[config.mk]
export PLATFORM = sky130hd
export DESIGN_NAME = pwm_capture_flat
export DESIGN_NICKNAME = d
export VERILOG_FILES = /design/src/rtl/pwm_capture_if.sv /design/src/rtl/pwm_capture.sv /design/src/flat_wrapper.sv
export SDC_FILE = /design/constraint.sdc
export NUM_CORES = 1
export LEC_CHECK = 0
export BUFFER_PORTS_ARGS = -buffer_cell sky130_fd_sc_hd__buf_2
export CORE_ASPECT_RATIO = 2
export CORE_MARGIN = 2
export CORE_UTILIZATION = 42
export CTS_CLUSTER_DIAMETER = 30
export DETAILED_ROUTE_END_ITERATION = 12
export GPL_TIMING_DRIVEN = 0
export SYNTH_ARGS = -nofsm -noshare
export SYNTH_HDL_FRONTEND = slang
export SYNTH_SLANG_ARGS = --single-unit
[constraint.sdc]
create_clock -name m_clock -period 4.75 [get_ports m_clock]
set_input_delay 0.475 -clock m_clock [delete_from_list [all_inputs] [get_ports m_clock]]
set_output_delay 0.475 -clock m_clock [all_outputs]
set_load 0.01 [all_outputs]
[src/rtl/pwm_capture_if.sv]
// Measurement result bus of the PWM capture block.
interface pwm_capture_if #(
    parameter int CNT_W = 31
);
    // valid is a one-cycle strobe with no ready/backpressure: the consumer must take
    // period_count/high_count in the cycle valid is high; they hold until the next
    // publish, a timeout (forced to 0) or reset.
    logic [CNT_W-1:0] period_count;
    logic [CNT_W-1:0] high_count;
    logic             valid;
    logic             timeout;
    logic [1:0]       state;

    modport master (output period_count, high_count, valid, timeout, state);
    modport slave  (input  period_count, high_count, valid, timeout, state);
endinterface

[src/rtl/pwm_capture.sv]
// Measures period and high time of an asynchronous PWM line in m_clock cycles,
// publishing one coherent {period, high} pair per PWM period and flagging a stalled line.
module pwm_capture #(
    parameter int CNT_W   = 31,
    parameter int TIMEOUT = 70000
) (
    input  logic          m_clock,
    input  logic          p_reset,
    input  logic          enable,
    input  logic          pwm_in,
    pwm_capture_if.master meas
);
    localparam logic [CNT_W-1:0] LIMIT = CNT_W'(TIMEOUT);
    localparam logic [CNT_W-1:0] ONE   = CNT_W'(1);

    typedef enum logic [1:0] {
        IDLE = 2'd0,
        HIGH = 2'd1,
        LOW  = 2'd2
    } state_t;

    state_t           state, state_nxt;
    logic             s1, s2, s3;
    logic             rise, fall, at_limit;
    logic             publish, expire;
    logic [CNT_W-1:0] per_cnt, hi_cnt, hi_hold;
    logic [CNT_W-1:0] period_count, high_count;
    logic             valid, timeout;

    assign rise     = s2 & ~s3;
    assign fall     = ~s2 & s3;
    assign at_limit = (per_cnt == LIMIT);

    always_comb begin
        state_nxt = state;
        publish   = 1'b0;
        expire    = 1'b0;
        if (!enable) begin
            state_nxt = IDLE;
        end else begin
            case (state)
                IDLE: if (rise) state_nxt = HIGH;
                HIGH: begin
                    if (at_limit && !rise) begin
                        state_nxt = IDLE;
                        expire    = 1'b1;
                    end else if (fall) begin
                        state_nxt = LOW;
                    end
                end
                LOW: begin
                    // A rise on the saturating cycle still publishes: rise wins over timeout.
                    if (rise) begin
                        state_nxt = HIGH;
                        publish   = 1'b1;
                    end else if (at_limit) begin
                        state_nxt = IDLE;
                        expire    = 1'b1;
                    end
                end
                default: state_nxt = IDLE;
            endcase
        end
    end

    always_ff @(posedge m_clock) begin
        if (p_reset) state <= IDLE;
        else         state <= state_nxt;
    end

    always_ff @(posedge m_clock) begin
        if (p_reset) begin
            s1           <= 1'b0;
            s2           <= 1'b0;
            s3           <= 1'b0;
            per_cnt      <= '0;
            hi_cnt       <= '0;
            hi_hold      <= '0;
            period_count <= '0;
            high_count   <= '0;
            valid        <= 1'b0;
            timeout      <= 1'b0;
        end else begin
            s1    <= pwm_in;
            s2    <= s1;
            s3    <= s2;
            valid <= publish;
            if (!enable) begin
                per_cnt <= '0;
                hi_cnt  <= '0;
                hi_hold <= '0;
                timeout <= 1'b0;
            end else begin
                if (rise)           per_cnt <= ONE;
                else if (!at_limit) per_cnt <= per_cnt + ONE;

                if (rise)                       hi_cnt <= ONE;
                else if (s2 && hi_cnt != LIMIT) hi_cnt <= hi_cnt + ONE;

                if (fall) hi_hold <= hi_cnt;

                if (publish) begin
                    period_count <= per_cnt;
                    high_count   <= hi_hold;
                    timeout      <= 1'b0;
                end else if (expire) begin
                    period_count <= '0;
                    high_count   <= '0;
                    timeout      <= 1'b1;
                end
            end
        end
    end

    assign meas.period_count = period_count;
    assign meas.high_count   = high_count;
    assign meas.valid        = valid;
    assign meas.timeout      = timeout;
    assign meas.state        = state;
endmodule

[src/flat_wrapper.sv]
// flat-port wrapper written by rule: the top's interface ports become plain ports
module pwm_capture_flat 
#(
    parameter int CNT_W   = 31,
    parameter int TIMEOUT = 70000
)
  (m_clock, p_reset, enable, pwm_in, meas_period_count, meas_high_count, meas_valid, meas_timeout, meas_state);
  pwm_capture_if #(.CNT_W(CNT_W)) meas_i ();
  input  logic m_clock;
  input  logic p_reset;
  input  logic enable;
  input  logic pwm_in;
  output wire logic [$bits(meas_i.period_count)-1:0] meas_period_count;
  output wire logic [$bits(meas_i.high_count)-1:0] meas_high_count;
  output wire logic [$bits(meas_i.valid)-1:0] meas_valid;
  output wire logic [$bits(meas_i.timeout)-1:0] meas_timeout;
  output wire logic [$bits(meas_i.state)-1:0] meas_state;
  assign meas_period_count = meas_i.period_count;
  assign meas_high_count = meas_i.high_count;
  assign meas_valid = meas_i.valid;
  assign meas_timeout = meas_i.timeout;
  assign meas_state = meas_i.state;
  pwm_capture #(.CNT_W(CNT_W), .TIMEOUT(TIMEOUT)) u_core (.m_clock(m_clock), .p_reset(p_reset), .enable(enable), .pwm_in(pwm_in), .meas(meas_i));
endmodule
==> results of run 1 <==
[report_power, final]
part / internal, uW / total, uW / switching, uW
clock network: 784 / 1350 / 567
logic: 15.7 / 57.2 / 41.6
registers: 1360 / 1360 / 2.59
total: 2160 / 2770 / 611
[worst max-delay path, stage by stage, from the launching register on]
cell and delay (ns):
sky130_fd_sc_hd__dfxtp_1 0.44, sky130_fd_sc_hd__ha_1 0.22, sky130_fd_sc_hd__nand3_1 0.20, sky130_fd_sc_hd__nor3_1 0.98, sky130_fd_sc_hd__nand4_1 0.23, sky130_fd_sc_hd__xor2_1 0.19, sky130_fd_sc_hd__nor2_1 0.06
[state kept, by name, indices dropped and copies added, names as in the netlist]
signal,count
u_core.per_cnt,31
u_core.hi_hold,31
u_core.hi_cnt,31
u_core.s1,1
u_core.meas.high_count,31
u_core.meas.timeout,1
u_core.meas.period_count,31
u_core.s3,1
u_core.s2,1
u_core.meas.valid,1
u_core.meas.state,2
[layout by cell type (no fill, tap or decap), types with 10 or more instances in the layout]
cell type | synthesis | layout
sky130_fd_sc_hd__buf_2 | 2 | 71
sky130_fd_sc_hd__a22o_1 | 62 | 62
sky130_fd_sc_hd__a21oi_1 | 46 | 46
sky130_fd_sc_hd__clkbuf_16 | 0 | 17
sky130_fd_sc_hd__o21ai_0 | 10 | 10
sky130_fd_sc_hd__nand4_1 | 24 | 24
sky130_fd_sc_hd__nand2_1 | 88 | 88
sky130_fd_sc_hd__clkbuf_1 | 22 | 24
sky130_fd_sc_hd__nor2_1 | 61 | 61
sky130_fd_sc_hd__nand3_1 | 21 | 21
sky130_fd_sc_hd__dfxtp_1 | 162 | 162
sky130_fd_sc_hd__or3_1 | 10 | 10
sky130_fd_sc_hd__xnor2_1 | 15 | 15
sky130_fd_sc_hd__xor2_1 | 34 | 34
sky130_fd_sc_hd__inv_1 | 13 | 13
[final cells by class]
class                           instances  area (um^2)
Buffer                                 34          175
Clock buffer                           19          433
Clock inverter                         13          150
Fill cell                            1453         7250
Inverter                               13         48.8
Multi-Input combinational cell        452         2770
Sequential cell                       162         3240
Tap cell                              195          244
Timing Repair Buffer                   69          345
[cell usage after synthesis, types with 2 or more instances]
master | n | share of area (%)
sky130_fd_sc_hd__a21oi_1 | 46 | 3.7
sky130_fd_sc_hd__a22o_1 | 62 | 8.7
sky130_fd_sc_hd__and2_1 | 4 | 0.40
sky130_fd_sc_hd__and3_1 | 7 | 0.70
sky130_fd_sc_hd__and4_1 | 5 | 0.70
sky130_fd_sc_hd__buf_1 | 4 | 0.24
sky130_fd_sc_hd__buf_2 | 2 | 0.16
sky130_fd_sc_hd__buf_6 | 6 | 1.1
sky130_fd_sc_hd__clkbuf_1 | 22 | 1.3
sky130_fd_sc_hd__dfxtp_1 | 162 | 52
sky130_fd_sc_hd__ha_1 | 8 | 1.6
sky130_fd_sc_hd__inv_1 | 13 | 0.78
sky130_fd_sc_hd__nand2_1 | 88 | 5.3
sky130_fd_sc_hd__nand2b_1 | 4 | 0.40
sky130_fd_sc_hd__nand3_1 | 21 | 1.7
sky130_fd_sc_hd__nand4_1 | 24 | 2.4
sky130_fd_sc_hd__nor2_1 | 61 | 3.7
sky130_fd_sc_hd__nor2b_1 | 5 | 0.50
sky130_fd_sc_hd__nor3_1 | 8 | 0.64
sky130_fd_sc_hd__nor4_1 | 8 | 0.80
sky130_fd_sc_hd__nor4b_1 | 8 | 1.1
sky130_fd_sc_hd__o211ai_1 | 2 | 0.24
sky130_fd_sc_hd__o21ai_0 | 10 | 0.80
sky130_fd_sc_hd__o31ai_1 | 3 | 0.36
sky130_fd_sc_hd__or3_1 | 10 | 1.0
sky130_fd_sc_hd__or4_1 | 3 | 0.36
sky130_fd_sc_hd__xnor2_1 | 15 | 2.1
sky130_fd_sc_hd__xor2_1 | 34 | 4.8
[cell families (layout without fill, tap and decap cells)]
kind of cell    Yosys count  in the layout  synth area share (%)
compound gates          131            131                  14.8
xor+xnor                 49             49                  6.88
fa+ha+maj                 8              8                  1.60
buf+inv                  47            148                  3.59
flops                   162            162                  52.0
mux                       1              1                 0.160
simple gates            263            263                  21.0
[through the flow]
stage                     utilization [%]  power [uW]
final                                50.5        2770
after global routing                 50.5        2860
after CTS                            50.5        2800
after detailed placement             46.6        1450
after global placement               46.6        1450
after floorplan                         -        1430
[layer usage]
| metal | routed length [um] | part of all wire (%) | global-route usage (%) | up-vias |
|---|---|---|---|---|
| li1 | - | - | - | 2522 |
| met1 | 6440 | 47 | 23.0 | 2365 |
| met2 | 6620 | 48 | 30.1 | 91 |
| met3 | 460 | 3.3 | 3.29 | 21 |
| met4 | 247 | 1.8 | 7.18 | 0 |
| met5 | 0 | 0 | 0 | - |
[final timing paths]
kind / to / cells past startpoint / start
setup / recovery: u_core.per_cnt[30]$_SDFFE_PP0P_ / 6 / u_core.per_cnt[1]$_SDFFE_PP0P_
setup reg to reg: u_core.per_cnt[30]$_SDFFE_PP0P_ / 6 / u_core.per_cnt[1]$_SDFFE_PP0P_
hold reg to reg: u_core.hi_hold[10]$_SDFFE_PP0P_ / 2 / u_core.hi_hold[10]$_SDFFE_PP0P_
hold / removal: u_core.s1$_SDFF_PP0_ / 2 / pwm_in
==> summary.md, run 1 <==
| Metric | Value |
|---|---|
| Count of different cell masters after synthesis | 44 |
| Fraction of synthesis flops using an asynchronous set or reset pin | 0% |
| Most common flop cell mapped by yosys | sky130_fd_sc_hd__dfxtp_1 |
| Gate Count Post-Synth | 661 |
| Power per cell area | 374 mW/mm^2 |
| Final cell count without fillers | 957 |
| Antenna Diode Count | 0 |
| Period Utilization, post-route | 51.5% |
| Worst setup slack after placement | 2.21 ns |
| Post-detailed-routing wire length | 13800 um |
| Buffer levels on the longest clock path | 2 |
| Critical path peak fanout | 10 |
| Cell area after technology mapping | 0.00624 mm^2 |
| Average via count per standard cell | 5.22 |
| PortBufs | 69 |
| CTS root buffer | sky130_fd_sc_hd__clkbuf_16 |
| Antenna violations before repair | 0 |
| Area growth from synthesis to layout | 18.8% |
| Worst-margin pin slew | 1.21 ns |
| Critical path class | reg -> reg |
| TritonCTS clock tree | built |
| PostCTS Resize Cnt | 0 |
| CTS Buf Count | 17 |
| Number of flops mapped to enable cells by yosys | 0 |
| Overall overflow remaining after global route | 0 |
| Half-perimeter wire length of the detailed placement result | 9870 um |
| Count of nets after finishing | 761 |
| Largest net degree at the start of global routing | 17 |
| Mapped Nets | 673 |
| First-iteration detailed-routing DRC count | 249 |
| Hold Path Class | in -> reg |
| RSZ-0062 raised after global routing | false |
| Fraction of layout cells with a size suffix above 1 | 14.8% |
| Worst skew pair latency | 0.42 ns |
| Portion of the post-synthesis area used by sequential elements | 52.0% |
| Setup slack on the worst flop-to-flop path | 2.30 ns |
| Hold buffers post-CTS | 0 |
| Final cell area excluding filler cells | 0.00741 mm^2 |
| Remaining number of nets flagged by the antenna check after routing | 0 |
| Final Hold Violating Endpoints | 0 |
| Average cell area after synthesis | 9.44 um^2 |
| Final Critical Period | 2.45 ns |
| Setup Skew | 0.0107 ns |
| Post-CTS Repair Setup Buffers | 0 |
| Number of detailed-route iterations in the first pass | 4 |
| Initial core utilization | 42.5% |
| Worst vdd ir | 0.284 mV |
| CP Data Arrival Time | 2.73 ns |
| Leakage Power | 0.00277 uW |
| Normalized max-slew margin | 18.6% |
| Number of register bits inferred by synthesis | 162 |
| Floorplan row count | 63 |
| Crit path required time | 5.03 ns |
| Final-report setup violation count | 0 |
| Setup total negative slack | 0 ns |
| Final Max Slew Viols | 0 |
| Die width | 90.2 um |
| Number of primary I/O pins | 70 |
| Number of placed cells counting well taps | 925 |
| DRC viols | 0 |
| Via count of the routed design | 4999 |
| Total GRT Usage | 18.0% |
| Wire length of the first global-routing pass | 23400 um |
| Area of the core region | 0.0147 mm^2 |
| Outcome | finished, final reports clean |
| Instance area after placement | 0.00683 mm^2 |
| Die height | 176 um |
| Routed wirelength normalized by instance count | 14.4 um |
| Via count of the first global-routing pass | 4757 |
| Number of sinks on the clock net | 162 |
| Worst-path clk slew | 0.07 ns |
| Setup ws final | 2.30 ns |
| Worst hold slack after final layout | 0.261 ns |
| Total of warnings raised by yosys | 0 |
| Die Footprint | 0.0159 mm^2 |
| RePlAce Congestion | 0.823 |
| Maximum Capacitance Violations | 0 |
| Kind of end point of the critical path | flip-flop |
| Critical Path Source Type | flip-flop |
| H-tree levels | 4 |
| Highest clock rate | 0.409 GHz |
Power figures use the tool's default switching activity.
==> run 2, diff against run 1 <==
==> constraint.sdc (replaced) <==
create_clock -name m_clock -period 2.1 [get_ports m_clock]
set_input_delay 0.21 -clock m_clock [delete_from_list [all_inputs] [get_ports m_clock]]
set_output_delay 0.21 -clock m_clock [all_outputs]
set_load 0.01 [all_outputs]
==> run 2 against run 1 <==
Against the previous run:
- final area grew 2.8%
- cell count rose by 1.4%
- worst setup slack got worse by 2.4 ns
- sequential power rose by 130%
- non-clock buffer count is 12 higher
- total power rose by 130%
- the run now ends with setup timing left
- via count up 0.12%
- count of clock-buffer cells in the layout unchanged
- register-to-register slack worse by 2.4 ns
- flip-flop and latch count unchanged
- critical path type unchanged
- worst hold slack got worse by 0.20 ns
==> summary.md, run 2 (synthesized netlist as in run 1, its figures left out) <==
| Metric | Value |
|---|---|
| Setup ws final | -0.139 ns |
| Remaining number of nets flagged by the antenna check after routing | 0 |
| H-tree levels | 4 |
| Worst vdd ir | 0.645 mV |
| Outcome | finished, violations left |
| CP Data Arrival Time | 2.55 ns |
| First-iteration detailed-routing DRC count | 231 |
| Final Hold Violating Endpoints | 0 |
| Worst skew pair latency | 0.43 ns |
| Final Critical Period | 2.24 ns |
| Normalized max-slew margin | 58.4% |
| Failing checks | setup timing |
| Die Footprint | 0.0159 mm^2 |
| Via count of the routed design | 5005 |
| RePlAce Congestion | 0.823 |
| Final cell area excluding filler cells | 0.00761 mm^2 |
| Die width | 90.2 um |
| Worst-margin pin slew | 0.622 ns |
| Share of the core filled with cells in the final layout | 51.9% |
| Post-detailed-routing wire length | 14100 um |
| Die height | 176 um |
| Average via count per standard cell | 5.16 |
| CTS Buf Count | 17 |
| CTS root buffer | sky130_fd_sc_hd__clkbuf_16 |
| Count of nets after finishing | 774 |
| Critical Path Source Type | flip-flop |
| Fraction of layout cells with a size suffix above 1 | 18.6% |
| Crit path required time | 2.41 ns |
| DRC viols | 0 |
| Power per cell area | 824 mW/mm^2 |
| Leakage Power | 0.00291 uW |
| Number of sinks on the clock net | 162 |
| Instance area after placement | 0.00683 mm^2 |
| Final-report setup violation count | 62 |
| Overall overflow remaining after global route | 0 |
| Number of fillers in the final layout | 1430 |
| Critical path peak fanout | 5 |
| Highest clock rate | 0.447 GHz |
| Worst-path clk slew | 0.06 ns |
| Maximum Capacitance Violations | 0 |
| Final Max Slew Viols | 0 |
| Largest net degree at the start of global routing | 17 |
| Setup total negative slack | -7.75 ns |
| Commonest cells after routing, fill and taps aside | 158 x sky130_fd_sc_hd__dfxtp_1, 88 x sky130_fd_sc_hd__nand2_1, 75 x sky130_fd_sc_hd__buf_2, 62 x sky130_fd_sc_hd__a22o_1, 60 x sky130_fd_sc_hd__nor2_1 |
| Period Utilization, post-route | 107% |
| Via count of the first global-routing pass | 4812 |
| Area growth from synthesis to layout | 22.1% |
| Setup slack on the worst flop-to-flop path | -0.14 ns |
| Buffer levels on the longest clock path | 2 |
| Kind of end point of the critical path | flip-flop |
| Routed wirelength normalized by instance count | 14.5 um |
| Floorplan row count | 63 |
| Number of placed cells counting well taps | 925 |
| Hold Path Class | in -> reg |
| Most common library cell in the layout ignoring fill and taps | sky130_fd_sc_hd__dfxtp_1 |
| Initial core utilization | 42.5% |
| Antenna violations before repair | 0 |
| Final cell count without fillers | 970 |
| Total power of the final layout | 6280 uW |
| Area of the core region | 0.0147 mm^2 |
| Half-perimeter wire length of the detailed placement result | 9870 um |
| Number of detailed-route iterations in the first pass | 4 |
| Wire length of the first global-routing pass | 23500 um |
| Setup Skew | 0.0107 ns |
| Antenna Diode Count | 0 |
| PortBufs | 69 |
| Critical path class | reg -> reg |
| Total GRT Usage | 18.2% |
| Number of primary I/O pins | 70 |
| TritonCTS clock tree | built |
| RSZ-0062 raised after global routing | true |
-- run 2: cell types whose count changed in the layout (fill, tap and decap cells not counted), sizes merged --
cell,change
dlygate4sd3,+1
clkbuf,-2
buf,+13
a21oi,+1
-- run 2: layer usage --
layer	up-vias	wire length [um]	share of wire (%)	track usage (%)
li1	2545	-	-	-
met1	2355	6670	47	23.2
met2	85	6750	48	30.6
met3	20	405	2.9	3.12
met4	0	238	1.7	7.31
met5	-	0	0	0
-- run 2: final timing paths --
kind	startpoint	endpoint	depth (start not counted)
min reg2reg	u_core.hi_hold[10]$_SDFFE_PP0P_	u_core.hi_hold[10]$_SDFFE_PP0P_	2
min	p_reset	u_core.s3$_SDFF_PP0_	2
max reg2reg	u_core.per_cnt[26]$_SDFFE_PP0P_	u_core.meas.period_count[16]$_SDFFE_PP0P_	6
max	u_core.per_cnt[26]$_SDFFE_PP0P_	u_core.meas.period_count[16]$_SDFFE_PP0P_	6
-- run 2: timing repair --
item / in CTS / in global routing
hold buffers: 1 / 0
gates resized for setup: 16 / 17
endpoints found under the setup margin: 100 / 121
setup buffers: 2 / 7
cloned: 3 / 0
pin swaps: 2 / 3
hold endpoints to repair: 1 / 0
-- run 2: power breakdown --
| group | internal [uW] | total (uW) | switching (uW) |
|---|---|---|---|
| registers | 3080 | 3080 | 5.92 |
| logic | 43.2 | 143 | 99.3 |
| clock network | 1770 | 3050 | 1280 |
-- run 2: final cells by class --
class                           instances  area, um^2  share of cell area [%]
Sequential cell                       162        3250                    42.7
Multi-Input combinational cell        453        2870                    37.6
Timing Repair Buffer                   81         442                    5.80
Clock buffer                           19         433                    5.69
Tap cell                              195         244                    3.20
Buffer                                 34         181                    2.38
Clock inverter                         13         150                    1.97
Inverter                               13        48.8                   0.641
-- run 2: worst max-delay path, cell delays in order, from the launching register on --
cell and delay, ns:
sky130_fd_sc_hd__dfxtp_4 0.34, sky130_fd_sc_hd__or4_4 0.52, sky130_fd_sc_hd__or4_4 0.58, sky130_fd_sc_hd__o21ai_4 0.19, sky130_fd_sc_hd__a21oi_4 0.14, sky130_fd_sc_hd__buf_4 0.19
sky130_fd_sc_hd__a22o_1 0.17
-- run 2: per-stage QoR --
stage	setup WS (ns)	hold WS (ns)
2_1_floorplan	0.0182	0.277
3_3_place_gp	-0.334	0.427
3_5_place_dp	-0.371	0.434
4_1_cts	-0.149	0.0600
5_1_grt	-0.211	0.0773
6_report	-0.139	0.0644
